==> config.mk <==
export PLATFORM = sky130hd
export DESIGN_NAME = comb_lock_ctrl
export DESIGN_NICKNAME = d
export VERILOG_FILES = /design/src/rtl/comb_lock_ctrl.sv
export SDC_FILE = /design/constraint.sdc
export NUM_CORES = 1
export LEC_CHECK = 0
export ABC_CLOCK_PERIOD_IN_PS = 3450
export BUFFER_PORTS_ARGS = -buffer_cell sky130_fd_sc_hd__clkbuf_2
export CELL_PAD_IN_SITES_DETAIL_PLACEMENT = 2
export CELL_PAD_IN_SITES_GLOBAL_PLACEMENT = 2
export CORE_MARGIN = 5
export CORE_UTILIZATION = 37
export CTS_CLUSTER_SIZE = 16
export DETAILED_ROUTE_END_ITERATION = 10
export PLACE_DENSITY = 0.89
export SLEW_MARGIN = 20
export SYNTH_ARGS = -nofsm -noshare
export SYNTH_HDL_FRONTEND = slang
export SYNTH_SLANG_ARGS = --single-unit
==> constraint.sdc <==
create_clock -name Clock -period 3.45 [get_ports Clock]
set_input_delay 0.1725 -clock Clock [delete_from_list [all_inputs] [get_ports Clock]]
set_output_delay 0.1725 -clock Clock [all_outputs]
set_load 0.01 [all_outputs]
==> src/rtl/comb_lock_ctrl.sv <==
// Combination lock sequencer: entry check, failed-attempt lockout and two-step combination change.
// Acts on key rising edges in the same cycle they are sampled; all outputs are registered.
module comb_lock_ctrl #(
    parameter int MAX_TRIES      = 3,
    parameter int UNLOCK_CYCLES  = 8,
    parameter int LOCKOUT_CYCLES = 16
) (
    input  logic       Clock,
    input  logic       Reset,
    input  logic [3:0] x,
    input  logic       enter,
    input  logic       change,
    input  logic [3:0] stored_comb,
    output logic       unlocked,
    output logic       alarm,
    output logic       set_comb,
    output logic [3:0] comb_out,
    output logic [1:0] fail_cnt
);

    localparam logic [1:0] TRIES_LIM  = 2'(MAX_TRIES);
    localparam logic [7:0] UNLOCK_LD  = 8'(UNLOCK_CYCLES);
    localparam logic [7:0] LOCKOUT_LD = 8'(LOCKOUT_CYCLES);

    typedef enum logic [2:0] {
        LOCKED, OPEN, CHG_NEW, CHG_CONFIRM, COMMIT, LOCKOUT
    } state_t;

    state_t     state;
    logic [7:0] timer;
    logic       enter_q;
    logic       change_q;
    logic       enter_e;
    logic       change_e;
    logic [1:0] fail_inc;

    assign enter_e  = enter & ~enter_q;
    assign change_e = change & ~change_q;
    assign fail_inc = fail_cnt + 2'd1;

    // Outputs default low each cycle and are re-asserted from the state being entered.
    always_ff @(posedge Clock or posedge Reset) begin
        if (Reset) begin
            state    <= LOCKED;
            timer    <= 8'd0;
            enter_q  <= 1'b0;
            change_q <= 1'b0;
            unlocked <= 1'b0;
            alarm    <= 1'b0;
            set_comb <= 1'b0;
            fail_cnt <= 2'd0;
            comb_out <= 4'b0110;
        end else begin
            enter_q  <= enter;
            change_q <= change;
            unlocked <= 1'b0;
            alarm    <= 1'b0;
            set_comb <= 1'b0;
            case (state)
                LOCKED: begin
                    if (enter_e) begin
                        if (x == stored_comb) begin
                            state    <= OPEN;
                            fail_cnt <= 2'd0;
                            timer    <= UNLOCK_LD;
                            unlocked <= 1'b1;
                        end else begin
                            fail_cnt <= fail_inc;
                            if (fail_inc == TRIES_LIM) begin
                                state <= LOCKOUT;
                                timer <= LOCKOUT_LD;
                                alarm <= 1'b1;
                            end
                        end
                    end
                end
                OPEN: begin
                    if (change_e) begin
                        state <= CHG_NEW;
                        timer <= 8'd0;
                    end else if (enter_e || timer == 8'd1) begin
                        state <= LOCKED;
                        timer <= 8'd0;
                    end else begin
                        timer    <= timer - 8'd1;
                        unlocked <= 1'b1;
                    end
                end
                CHG_NEW: begin
                    if (change_e) begin
                        state <= LOCKED;
                    end else if (enter_e) begin
                        comb_out <= x;
                        state    <= CHG_CONFIRM;
                    end
                end
                CHG_CONFIRM: begin
                    if (change_e) begin
                        state <= LOCKED;
                    end else if (enter_e) begin
                        if (x == comb_out) begin
                            state    <= COMMIT;
                            set_comb <= 1'b1;
                        end else begin
                            state <= LOCKED;
                        end
                    end
                end
                COMMIT: state <= LOCKED;
                LOCKOUT: begin
                    if (timer == 8'd1) begin
                        state    <= LOCKED;
                        timer    <= 8'd0;
                        fail_cnt <= 2'd0;
                    end else begin
                        timer <= timer - 8'd1;
                        alarm <= 1'b1;
                    end
                end
                default: state <= LOCKED;
            endcase
        end
    end

endmodule

==> metrics.cfg <==
[logic_synthesis]
synth_top_family_by_area=simple AND/OR/NAND/NOR gates
yosysSeqAreaShare=0.422
synth_cell_types=40
synth_area_sq_um=1310
synth_adder_area_share=0.0286
syn_area_per_cell_sq_um=9.71
syn-num-nets=150
synth_mux_area_frac=0.0420
yosys.area.top_type_share=0.382
synthCells=135
synth_xor_area_frac=0.0534
synth_compound_area_frac=0.148
synth-simple-area-share=0.245
yosysWarnings=0
synth_largest_area_cell=dfrtp_1
yosys-top-cells-area=dfrtp_1 38%, a21oi_1 4.6%, dfstp_2 4.0%
ys_ff_latch=22

[power_and_ir_drop]
power_density_nw_per_um2=800
p_switching_uw=490
combPwrFrac=0.435
irDropWorstVdd_uv=282
p_leak_nw=0.681
pwr-share-seq=0.390
clkPwrFrac=0.175
p_int_uw=707
p_sw_frac=0.409

[timing]
tightest_slew_ns=0.853
fin_crit_sh=0.607
fin_tns_setup_ns=0
fin_crit_ns=2.09
max_freq_mhz=478
rsz0062_at_grt=no
hold_viol=20
fin_hold_ws_ns=-0.0268
maxSlewViolCount=0
setup_viol=0
max_slew_margin=0.431
finClkSkew_ns=0.00578

[global_route]
antenna_found_initial=0
grt_pass1_vias=1225
grt_overflow=0
grt_usage=0.150
grt_pass1_wl_microns=5920
grt_max_degree=23

[die]
io_pins=21
die_height_microns=69.5
dieArea_sq_um=4830
core_sq_um=3390
initial_utilization=0.387
rows=21
die_w_microns=69.5

[route]
vias=1089
drt_iter0_markers=18
totalWireLength_microns=3430
postRouteAntennaNets=0
drc=0
wl_per_cell_microns=17.0
drt_pre_antenna_iters=4
vias_per_cell=5.39

[outcome]
violations=negative hold slack
status=finished with violations

[clock_tree]
numCtsBuffers=3
clockBufferDepth=2
h-tree-depth=1
cts-root-buf=clkbuf_4
postCtsResizedCells=0
post_cts_buffers=0
path_clk_slew_ns=0.14
clk_latency_ns=0.33
cts.sink_count=22
cts_tree=done

[worst_hold_path]
worst_hold_path_type=in2async

[setup_path]
timing.rr.start=timer[1]$_DFFE_PP0P_
cp_data_required_time_ns=3.69
crit_arrival_ns=2.33
end_kind=register
r2r_slack_ns=1.36
r2r-end=state[0]$_DFFE_PP0P_
worst-path-max-fanout=7
worstSetupPathType=reg2reg
startpoint_type=register
r2r_cells=7

[finish]
area_growth_syn_to_layout_pct=14.0
fin_nets=172
final_cell_mix=20 x dfrtp_1, 20 x clkbuf_2, 12 x a21oi_1
drive_gt1_frac=0.256
diodes=0

[placement]
io_buffers=20
place.gp.congestion=0.807
hpwl_microns=2640

[flow_run]
max-cap-violations=0

critical path, stage by stage, from the launching register on:
cell and delay (ns):
dfrtp_1 0.45, inv_1 0.10, ha_1 0.14, or4b_4 0.49, nor2_4 0.18, or3_1 0.28, o21ai_0 0.15, a32o_1 0.22
layout make-up:
class | count | area (sq um)
Timing Repair Buffer | 22 | 120
Sequential cell | 22 | 553
Tap cell | 46 | 57.6
Clock buffer | 3 | 22.5
Fill cell | 366 | 1890
Clock inverter | 1 | 30.0
Inverter | 9 | 33.8
Multi-Input combinational cell | 99 | 678
cell usage after synthesis (all sizes together):
master and instances:
o21bai 1, mux2i 1, nor2 7, a31oi 1, nor3b 2, xor2 4, o22ai 3, a21oi 12
nor4 5, o21ai 9, inv 9, o41ai 1, buf 5, nand2b 4, or2 1, xnor2 4
a211oi 1, nand3 4, or3 7, o221ai 1, and2b 1, dfrtp 20, a32o 1, nor3 7
nor2b 2, a21o 2, dfstp 2, and3 1, ha 3, mux2 4, or4b 1, nand2 8
or4 1
how the worst max path moves through the flow:
stage	from	to	slack, ns	cells past startpoint
final	timer[1]$_DFFE_PP0P_	state[0]$_DFFE_PP0P_	1.36	7
after global routing	timer[1]$_DFFE_PP0P_	state[0]$_DFFE_PP0P_	1.24	7
after CTS	timer[1]$_DFFE_PP0P_	state[0]$_DFFE_PP0P_	1.33	7
after detailed placement	timer[1]$_DFFE_PP0P_	state[0]$_DFFE_PP0P_	1.39	7
after global placement	timer[1]$_DFFE_PP0P_	state[0]$_DFFE_PP0P_	1.52	7
after floorplan	timer[1]$_DFFE_PP0P_	state[0]$_DFFE_PP0P_	1.63	8
power by group through the flow:
stage / combinational, mW / sequential [mW] / clock (mW)
finish: 0.521 / 0.466 / 0.210
CTS: 0.529 / 0.466 / 0.216
global placement: 0.486 / 0.458 / 0
global route: 0.581 / 0.481 / 0.226
detailed placement: 0.524 / 0.471 / 0
floorplan: 0.404 / 0.440 / 0
cell families after synthesis:
group           count (synthesis)
buf+inv                        14
mux                             5
simple gates                   51
flops                          22
xor+xnor                        8
compound gates                 32
fa+ha+maj                       3
per-stage QoR:
stage	setup WS [ns]	utilization	power (mW)	instance area [sq um]	std cells
floorplan	1.63	-	0.844	1310	135
global placement	1.52	0.420	0.944	1420	196
detailed placement	1.39	0.420	0.995	1420	196
CTS	1.33	0.441	1.21	1500	202
global route	1.24	0.441	1.29	1500	202
finish	1.36	0.441	1.20	1500	202
registers in the layout, summed over array words and instances, names as in the netlist:
register  count
timer         8
comb_out      4
state         3
fail_cnt      2
alarm         1
change_q      1
enter_q       1
set_comb      1
unlocked      1
repair_timing:
item	4_1_cts	5_1_grt
endpoints found under the setup margin	0	0
hold endpoints to repair	2	0
hold buffers	2	0
layer usage:
metal	vias up	part of all wire	track usage
met1	542	0.47	0.196
met5	-	0	0
met2	20	0.48	0.247
met3	4	0.028	0.0217
met4	0	0.015	0.0629
li1	523	-	-
Power figures use the tool's default switching activity.
